`src/rtl/id_latch.sv`:
```
`default_nettype none
// ============================================================================
//  Module   : id_latch
//  Purpose  : IF/ID pipeline register with load-use hazard detection.
//  Revision : 1.0  initial release
// ============================================================================
module id_latch #(
    parameter int unsigned FLUSH_ON_JUMP = 1,
    parameter int unsigned CNT_W         = 16
) (
    input  logic              sys_clk,
    input  logic              rst_n,
    input  logic              stall,
    input  logic              do_jump,
    input  logic [31:0]       if_ins,
    input  logic [31:0]       if_pc,
    input  logic [31:0]       if_next_pc,
    input  logic              ex_mem_read,
    input  logic [4:0]        ex_rt,
    output logic [31:0]       id_ins,
    output logic [31:0]       id_pc,
    output logic [31:0]       id_next_pc,
    output logic              id_valid,
    output logic              id_is_sync,
    output logic              fetch_bubble,
    output logic              ex_bubble,
    output logic [CNT_W-1:0]  hazard_cnt
);

    localparam logic [1:0] c_ST_EMPTY   = 2'd0;
    localparam logic [1:0] c_ST_VALID   = 2'd1;
    localparam logic [1:0] c_ST_LOADUSE = 2'd2;

    localparam logic [5:0] c_OP_SPECIAL = 6'h00;
    localparam logic [5:0] c_FN_SYNC    = 6'h0F;

    logic [1:0]       state_q,      state_d;
    logic [31:0]      id_ins_q,     id_ins_d;
    logic [31:0]      id_pc_q,      id_pc_d;
    logic [31:0]      id_next_pc_q, id_next_pc_d;
    logic             id_valid_q,   id_valid_d;
    logic [CNT_W-1:0] hazard_cnt_q, hazard_cnt_d;

    logic [5:0] w_op;
    logic [4:0] w_rs;
    logic [4:0] w_rt;
    logic [5:0] w_funct;
    logic       w_uses_rs;
    logic       w_uses_rt;
    logic       w_hazard;
    logic       w_flush;
    logic       w_cnt_sat;

    assign w_op    = id_ins_q[31:26];
    assign w_rs    = id_ins_q[25:21];
    assign w_rt    = id_ins_q[20:16];
    assign w_funct = id_ins_q[5:0];

    // J/JAL/LUI and the shift-by-immediate R-types never read rs.
    assign w_uses_rs = !((w_op == 6'h02) || (w_op == 6'h03) || (w_op == 6'h0F) ||
                         ((w_op == c_OP_SPECIAL) &&
                          ((w_funct == 6'h00) || (w_funct == 6'h02) || (w_funct == 6'h03))));

    assign w_uses_rt = (w_op == c_OP_SPECIAL) || (w_op == 6'h04) || (w_op == 6'h05) ||
                       (w_op == 6'h28) || (w_op == 6'h29) || (w_op == 6'h2B);

    // Only VALID can hazard, which limits every instruction to a single bubble.
    assign w_hazard = (state_q == c_ST_VALID) && ex_mem_read && (ex_rt != 5'd0) &&
                      ((w_uses_rs && (w_rs == ex_rt)) || (w_uses_rt && (w_rt == ex_rt)));

    assign w_flush   = do_jump && (FLUSH_ON_JUMP != 0);
    assign w_cnt_sat = (hazard_cnt_q == {CNT_W{1'b1}});

    always_ff @(posedge sys_clk or negedge rst_n) begin
        if (!rst_n) begin
            state_q      <= c_ST_EMPTY;
            id_ins_q     <= 32'd0;
            id_pc_q      <= 32'd0;
            id_next_pc_q <= 32'd0;
            id_valid_q   <= 1'b0;
            hazard_cnt_q <= '0;
        end else begin
            state_q      <= state_d;
            id_ins_q     <= id_ins_d;
            id_pc_q      <= id_pc_d;
            id_next_pc_q <= id_next_pc_d;
            id_valid_q   <= id_valid_d;
            hazard_cnt_q <= hazard_cnt_d;
        end
    end

    always_comb begin
        state_d      = state_q;
        id_ins_d     = id_ins_q;
        id_pc_d      = id_pc_q;
        id_next_pc_d = id_next_pc_q;
        id_valid_d   = id_valid_q;
        hazard_cnt_d = hazard_cnt_q;

        if (stall) begin
            state_d = state_q;
        end else if (w_flush) begin
            // PC fields still follow fetch so the killed slot stays traceable.
            state_d      = c_ST_EMPTY;
            id_ins_d     = 32'd0;
            id_valid_d   = 1'b0;
            id_pc_d      = if_pc;
            id_next_pc_d = if_next_pc;
        end else if (w_hazard) begin
            state_d = c_ST_LOADUSE;
            if (!w_cnt_sat) begin
                hazard_cnt_d = hazard_cnt_q + {{(CNT_W-1){1'b0}}, 1'b1};
            end
        end else begin
            state_d      = c_ST_VALID;
            id_ins_d     = if_ins;
            id_pc_d      = if_pc;
            id_next_pc_d = if_next_pc;
            id_valid_d   = 1'b1;
        end
    end

    always_comb begin
        id_ins       = id_ins_q;
        id_pc        = id_pc_q;
        id_next_pc   = id_next_pc_q;
        id_valid     = id_valid_q;
        hazard_cnt   = hazard_cnt_q;
        id_is_sync   = (w_op == c_OP_SPECIAL) && (w_funct == c_FN_SYNC);
        fetch_bubble = w_hazard && !stall && !w_flush;
        ex_bubble    = w_hazard && !stall && !w_flush;
    end

endmodule
`default_nettype wire

```
`config.mk`:
```
export PLATFORM = sky130hd
export DESIGN_NAME = id_latch
export DESIGN_NICKNAME = d
export VERILOG_FILES = /design/src/rtl/id_latch.sv
export SDC_FILE = /design/constraint.sdc
export NUM_CORES = 1
export LEC_CHECK = 0
export ABC_AREA = 0
export CAP_MARGIN = 20
export CORE_MARGIN = 3
export CORE_UTILIZATION = 38
export DETAILED_ROUTE_END_ITERATION = 10
export HOLD_SLACK_MARGIN = 0.05
export PLACE_DENSITY = 0.77
export SYNTH_ARGS = -nofsm -noshare
export SYNTH_HDL_FRONTEND = slang
export SYNTH_SLANG_ARGS = --single-unit
```
`constraint.sdc`:
```
create_clock -name sys_clk -period 2.1 [get_ports sys_clk]
set_input_delay 0.42 -clock sys_clk [delete_from_list [all_inputs] [get_ports sys_clk]]
set_output_delay 0.42 -clock sys_clk [all_outputs]
set_load 0.03 [all_outputs]
```
==> summary.md, run 1 <==
The flow ran to the end, but the final reports show violations. The checks that failed: negative setup slack. The number of buffers added by the clock tree synthesis step was 17; the starting utilization of the core area was 0.393.

Measured along the y axis, the die boundary spans 121 µm. Wires add up to 15.0 mm. After detailed routing, the number of vias per cell comes to 4.96.

STA puts the critical path data required time at 1.68 ns. For this design the total switching power over the nets is 1830 µW. The run gives -0.249 ns as the final critical-path setup slack. Of all nets on the critical path, the largest fanout is 3.

The commonest cells after synthesis are dfrtp_1 (115), mux2_4 (60), a22o_1 (32), xor2_1 (13), nor2_1 (11). The floorplan die width was 121 µm; the detailed placement HPWL was 9.56 mm. The period utilization was 1.12.

Number of max-slew violations in the final report: 0. For the relative contribution of combinational cells to total power, the log shows 0.233. After detailed routing, the average wire length per cell comes to 18.9 µm.

The fraction of power spent switching nets works out to 0.263. Total chip power: 6940 µW. The logs give 0.202 for the global-route usage over all layers and 41 for the row count.

Derived from the worst setup path, the maximum achievable clock frequency is 0.426 GHz. First-pass GRT wire length: 22.9 mm. Across the routed clock network, the largest skew measured is 0.00797 ns.

Synthesis produced a netlist whose cell count is 329. The number of endpoints with negative hold slack in the final report was 0; the pin slew with the least headroom to its limit was 0.621 ns. The worst supply voltage drop on vdd was 0.493 mV; the final routed DRC violation total was 0. In this run, synthesis produced a sequential element count of 115. By startpoint and endpoint, the worst setup path is classified as reg2out.

The number of enable-type register cells in the synthesized netlist was 0; the worst setup slack after placement was -0.519 ns. The depth of the CTS H-tree is 4, and the net count of the mapped netlist is 436. The internal portion of the total power is 5120 µW.

Entering global routing, the biggest net connects 116 pins. The clock passes through at most 2 buffers. For the footprint of the flip-flops and latches, the log shows 2880 µm². For the number of global-route vias before repair, the log shows 4221. The layout has 874 filler cells. The area of combinational cells with multiple inputs is 2060 µm², and the synthesis-to-finish area growth is 72.8%.

After clock tree synthesis, the clock-pin slew on the worst setup and hold paths is 0.05 ns. The share of flip-flops with an asynchronous set or reset after synthesis works out to 1.00. For the number of antenna diodes, the log shows 0. The share of the yosys chip area belonging to registers was 0.574; the count of hold buffers inserted by post-cts repair was 0.

Setup repair after global routing could not meet its margin everywhere. The first detailed-routing pass ran for 4 iterations. Setup violations remaining at the end of the flow were counted as 102. The leading cell type by number of instances after synthesis is dfrtp_1. The sequential share of power is 0.366, and the clock latency of the later-clocked register in the worst-skew pair is 0.41 ns.

Yosys mapped the design onto 42 distinct sky130hd cell types. The tools report the overall overflow remaining after global route as 0. Number of input and output port buffers inserted: 221. Summed over all cells, the static leakage comes to 0.00396 µW. In the final design database the tool counted 717 nets. The tools report the signal arrival time at the worst endpoint as 1.93 ns. The average instance in the mapped netlist occupies 15.2 µm². The fraction of final layout cells sized beyond drive strength 1 works out to 0.284. Root buffer selected by CTS: clkbuf_16.

The tools report the first element of the critical path as id_ins[28]$_DFFE_PN0P_. The core area is 12800 µm², and the worst hold slack across all endpoints is 0.0771 ns. TritonCTS built the clock tree. STA classifies the critical path startpoint as a register.

Placed cell count: 736. Cell taking the most area after synthesis: dfrtp_1. The logs give 0 for the number of nets with antenna violations after routing and 222 for the number of top-level design ports.

Overall die area: 14600 µm². Ranked by total cell area, the synthesized netlist is headed by dfrtp_1 (57%), mux2_4 (18%), a22o_1 (5.6%), buf_12 (2.4%), xor2_1 (2.3%). Among all flip-flop cells after synthesis, the most frequent one is dfrtp_1. The number of max-capacitance violations reported is 0. The portion of synthesized cell area occupied by the leading cell type works out to 0.574. The endpoint type of the worst setup path was a primary output. The logs give 0.586 for the worst relative slew slack and 0 for the count of warnings emitted by yosys. Counting I/O delays and the setup requirement, the final critical path takes 2.35 ns. The number of standard cells in the layout, taps in and fillers out is 795, and the area of the mapped netlist is 5020 µm².

The power per unit of standard cell area was 801 nW/µm². The proportion of power drawn by the clock network was 0.402; the number of vias in the routed layout was 3942. The first routing iteration left 154 violations. The worst min-delay path category was in2async. The worst register-to-register path begins at id_ins[28]$_DFFE_PN0P_. The count of clock tree sinks is 115, and the number of antenna violations at the first check in global routing is 0.

Routability-driven placement finished with a final weighted congestion of 0.824.
[metrics by stage]
stage / cell area (µm²) / TNS, ns / util
6_report: 8670 / -15.00 / 0.678
4_1_cts: 8450 / -16.04 / 0.661
3_3_place_gp: 7560 / -52.04 / 0.592
5_1_grt: 8670 / -23.94 / 0.678
2_1_floorplan: 5030 / -11.38 / -
3_5_place_dp: 7560 / -55.68 / 0.592
[power groups by stage]
stage,combinational (µW),clock (µW),sequential [µW]
global route,1690,2960,2560
finish,1610,2790,2540
CTS,1570,2850,2540
global placement,1470,0,2550
detailed placement,1490,0,2560
floorplan,384,0,2920
[cell usage in the layout (no fill, tap or decap), types with 10 or more instances in the layout]
cell | netlist | routed
clkdlybuf4s50_1 | 0 | 210
dfrtp_1 | 115 | 110
mux2_4 | 60 | 62
a22o_1 | 32 | 32
buf_4 | 1 | 31
clkbuf_16 | 0 | 20
xor2_1 | 13 | 13
nor2_1 | 11 | 11
buf_6 | 0 | 11
xnor2_1 | 10 | 10
[critical path, stage by stage, from the launching register on]
cell and delay [ns]:
dfrtp_2 0.41, buf_6 0.13, buf_6 0.11, nand3b_1 0.17, o31ai_2 0.10, nand4_2 0.21
a21oi_4 0.24, buf_6 0.16
[worst paths after layout]
path | endpoint | slack, ns | depth (start not counted)
min in group sys_clk | hazard_cnt[12]$_DFFE_PN0P_ | 0.48 | 1
worst min-delay path | id_next_pc[17]$_DFFE_PN0P_ | 0.08 | 2
worst max-delay path | fetch_bubble | -0.25 | 7
worst max register to register | id_pc[27]$_DFFE_PN0P_ | -0.23 | 11
worst min register to register | hazard_cnt[12]$_DFFE_PN0P_ | 0.48 | 1
max in group asynchronous | id_pc[9]$_DFFE_PN0P_ | 1.54 | 2
[cells by family after synthesis]
family | after synthesis | share of synthesized area
buf+inv | 16 | 0.0337
fa+ha+maj | 1 | 0.00249
flops | 115 | 0.574
mux | 66 | 0.193
simple gates | 59 | 0.0728
xor+xnor | 23 | 0.0402
compound gates | 49 | 0.0841
[sequential cells by signal, summed over array words and instances (netlist names)]
register    count
id_pc          32
id_valid        1
hazard_cnt     16
state_q         2
id_ins         32
id_next_pc     32
[cell type report]
| cell class | instances | area share |
|---|---|---|
| repair buffers | 276 | 0.337 |
| flip-flops and latches | 115 | 0.333 |
| clock buffers | 29 | 0.0624 |
| well taps | 172 | 0.0248 |
| clock inverters | 3 | 0.00462 |
| multi-input cells | 198 | 0.238 |
| inverters | 2 | 0.000866 |
[per-layer routing]
layer | part of all wire | up-vias | global-route usage
met3 | 0.073 | 31 | 0.0620
li1 | - | 1778 | -
met2 | 0.50 | 167 | 0.334
met1 | 0.41 | 1966 | 0.247
met5 | 0 | - | 0
met4 | 0.021 | 0 | 0.0772
[timing repair]
action	in CTS	in global routing
resized for setup	19	22
gates cloned	5	4
pin swaps	9	8
setup endpoints to repair	106	111
buffers inserted	9	11
No activity file was read; power rests on OpenSTA's default activity.
==> run 2: changes to the inputs <==
--- a/config.mk
+++ b/config.mk
@@ -6,11 +6,13 @@
 export NUM_CORES = 1
 export LEC_CHECK = 0
 export ABC_AREA = 0
+export ABC_CLOCK_PERIOD_IN_PS = 2100
 export CAP_MARGIN = 20
 export CORE_MARGIN = 3
 export CORE_UTILIZATION = 38
 export DETAILED_ROUTE_END_ITERATION = 10
 export HOLD_SLACK_MARGIN = 0.05
+export MAX_ROUTING_LAYER = met4
 export PLACE_DENSITY = 0.77
 export SYNTH_ARGS = -nofsm -noshare
 export SYNTH_HDL_FRONTEND = slang
==> summary.md, run 2 (synthesized netlist as in run 1, its figures left out) <==
The global-route usage over all layers is 0.207, and the worst-case clock skew is 0.00808 ns. The net switching power of the design came out at 1840 µW. The number of input and output port buffers inserted is 221, and the per-cell routed wire length is 18.9 µm. 0 antenna diodes ended up in the layout.

The detailed router placed 3973 vias in this run. The period utilization came out at 1.12. Power comes to 6970 µW.

Counting cells, the worst reg-to-reg path comes to 11. The tool flagged a number of max-cap violations equal to 0. The minimum period implied by the final worst setup slack was 2.35 ns; the number of endpoints with negative hold slack in the final report was 0.

Leaving out fill and tap cells, the most frequent cells in the layout are clkdlybuf4s50_1 (210), dfrtp_1 (110), mux2_4 (65). The power per unit of standard cell area was 799 nW/µm²; the row count was 41. The critical path is of the reg2out type. The relative contribution of combinational cells to total power was 0.234; the starting utilization of the core area was 0.393. In this run the standard cell core region covers 12800 µm². The fraction of power spent switching nets came out at 0.264. The wire-length estimate of the detail-placed layout is 9.56 mm. The run gives 0.577 as the worst relative slew slack. The congestion estimate from routability-driven global placement came to 0.836. For the worst setup path, the data required time is 1.68 ns. The fraction of final layout cells sized beyond drive strength 1 came out at 0.288. The worst setup path is captured at a primary output.

The checks that failed: negative setup slack. Number of buffers added by the clock tree synthesis step: 17. The logs give 0.00400 µW for the total leakage power and 2 for the maximum clock path buffer count.

The startpoint class of the critical path is a register. Summed over all layers, the global routing overflow is 0. Entering global routing, the biggest net connects 116 pins. The flow ran to the end, but the final reports show violations. Worst supply voltage drop on vdd: 0.496 mV.

The post-CTS clock slew at the launch and capture registers of the worst setup and hold paths is 0.05 ns, and the overall die area is 14600 µm². The number of max-slew violations in the final report came out at 0. The number of top-level design ports is 222. The final layout contains 720 nets. The logs give 0.426 GHz for the top achievable clock speed and 4211 for the number of global-route vias before repair. Clock latency on the worst-skew pair, taken at its later pin, is 0.41 ns. The final critical-path setup slack is -0.248 ns, and the signal arrival time at the worst endpoint is 1.93 ns.

The detailed router finished its first iteration with 179 violations. The die is 121 µm wide. At the pin with the least slew margin, the transition time is 0.635 ns.

Before antenna repair, the detailed router went through 5 iterations. The internal power of the cells was 5130 µW. The routed via count divided by cell count was 4.98; the count of hold buffers inserted by post-cts repair was 0. The proportion of power drawn by the clock network came out at 0.401.

The worst hold path belongs to the class in2async. The count of clock tree sinks was 115. TritonCTS built the clock tree. The first global-routing pass estimated 22.9 mm of wire. Setup repair after global routing could not meet its margin everywhere.

The tools report the number of antenna violations at the first check in global routing as 0. For the worst setup slack after placement, the log shows -0.519 ns. Relative to the synthesized area, the layout overhead comes to 73.9%.

The tools report the setup-violating endpoint count in the final report as 103. Of all nets on the critical path, the largest fanout is 4. In this run the remaining antenna-violating nets after routing total 0. The run gives 0 as the final routed DRC violation total. Leaving out fill and tap cells, the most frequent cell in the layout is clkdlybuf4s50_1. The run gives 0.365 as the sequential share of power. The die height was 121 µm; the aggregate routed wire length was 15.1 mm. The clock tree synthesis step divided the H-tree into 4 levels. The root buffer selected by CTS was clkbuf_16.
-- run 2: cell count changes in the layout (fill, tap and decap cells not counted) --
cell       delta
clkbuf_16     +1
mux2_4        +3
buf_6         -1
buf_4         +2
buf_8         +1
mux2_2        -3
-- run 2: cell type report --
type	instances	area, µm²
clock buffer	29	541
clock inverter	3	40.0
fill	866	4050
inverter	2	7.51
multi-input combinational	198	2070
sequential	115	2880
tap	172	215
timing repair buffer	279	2960
-- run 2: path summary, 6_finish.rpt --
check / startpoint / slack, ns / end
max reg2reg: id_ins[28]$_DFFE_PN0P_ / -0.23 / id_ins[0]$_DFFE_PN0P_
min in group sys_clk: hazard_cnt[12]$_DFFE_PN0P_ / 0.48 / hazard_cnt[12]$_DFFE_PN0P_
max: id_ins[26]$_DFFE_PN0P_ / -0.25 / fetch_bubble
min: rst_n / 0.08 / id_next_pc[17]$_DFFE_PN0P_
min reg2reg: hazard_cnt[12]$_DFFE_PN0P_ / 0.48 / hazard_cnt[12]$_DFFE_PN0P_
max in group asynchronous: rst_n / 1.51 / id_pc[9]$_DFFE_PN0P_
-- run 2: power groups by stage --
stage	combinational, µW	sequential (µW)	clock (µW)
after global placement	1470	2550	0
after global routing	1710	2560	2960
after floorplan	384	2920	0
after detailed placement	1490	2560	0
final	1630	2540	2800
after CTS	1570	2540	2850
-- run 2: worst max-delay path, cell delays in order (launching register included) --
cell,delay [ns]
dfrtp_2,0.41
buf_6,0.13
nor2b_4,0.12
o31ai_2,0.26
nand4_2,0.21
a21oi_4,0.24
buf_6,0.16
-- run 2: timing repair --
| action | CTS | global route |
|---|---|---|
| buffers inserted | 9 | 13 |
| resized for setup | 19 | 26 |
| endpoints found under the setup margin | 106 | 111 |
| cloned | 5 | 5 |
| pin swaps | 9 | 44 |
-- run 2: routing by layer --
layer	routed length (µm)	track usage	part of all wire	vias up
met5	0	-	0	-
li1	-	-	-	1782
met2	7500	0.331	0.50	158
met1	6370	0.254	0.42	1999
met3	891	0.0527	0.059	34
met4	356	0.0829	0.024	0
-- run 2: stage by stage --
step / utilization / instances / setup TNS, ns / cell area (µm²) / hold slack (ns)
final: 0.683 / 798 / -17.95 / 8720 / 0.0801
after global routing: 0.683 / 798 / -26.77 / 8720 / 0.134
after CTS: 0.661 / 782 / -16.04 / 8450 / 0.133
after detailed placement: 0.592 / 736 / -55.68 / 7560 / 0.467
after global placement: 0.592 / 736 / -52.04 / 7560 / 0.462
after floorplan: - / 329 / -11.38 / 5030 / 0.124
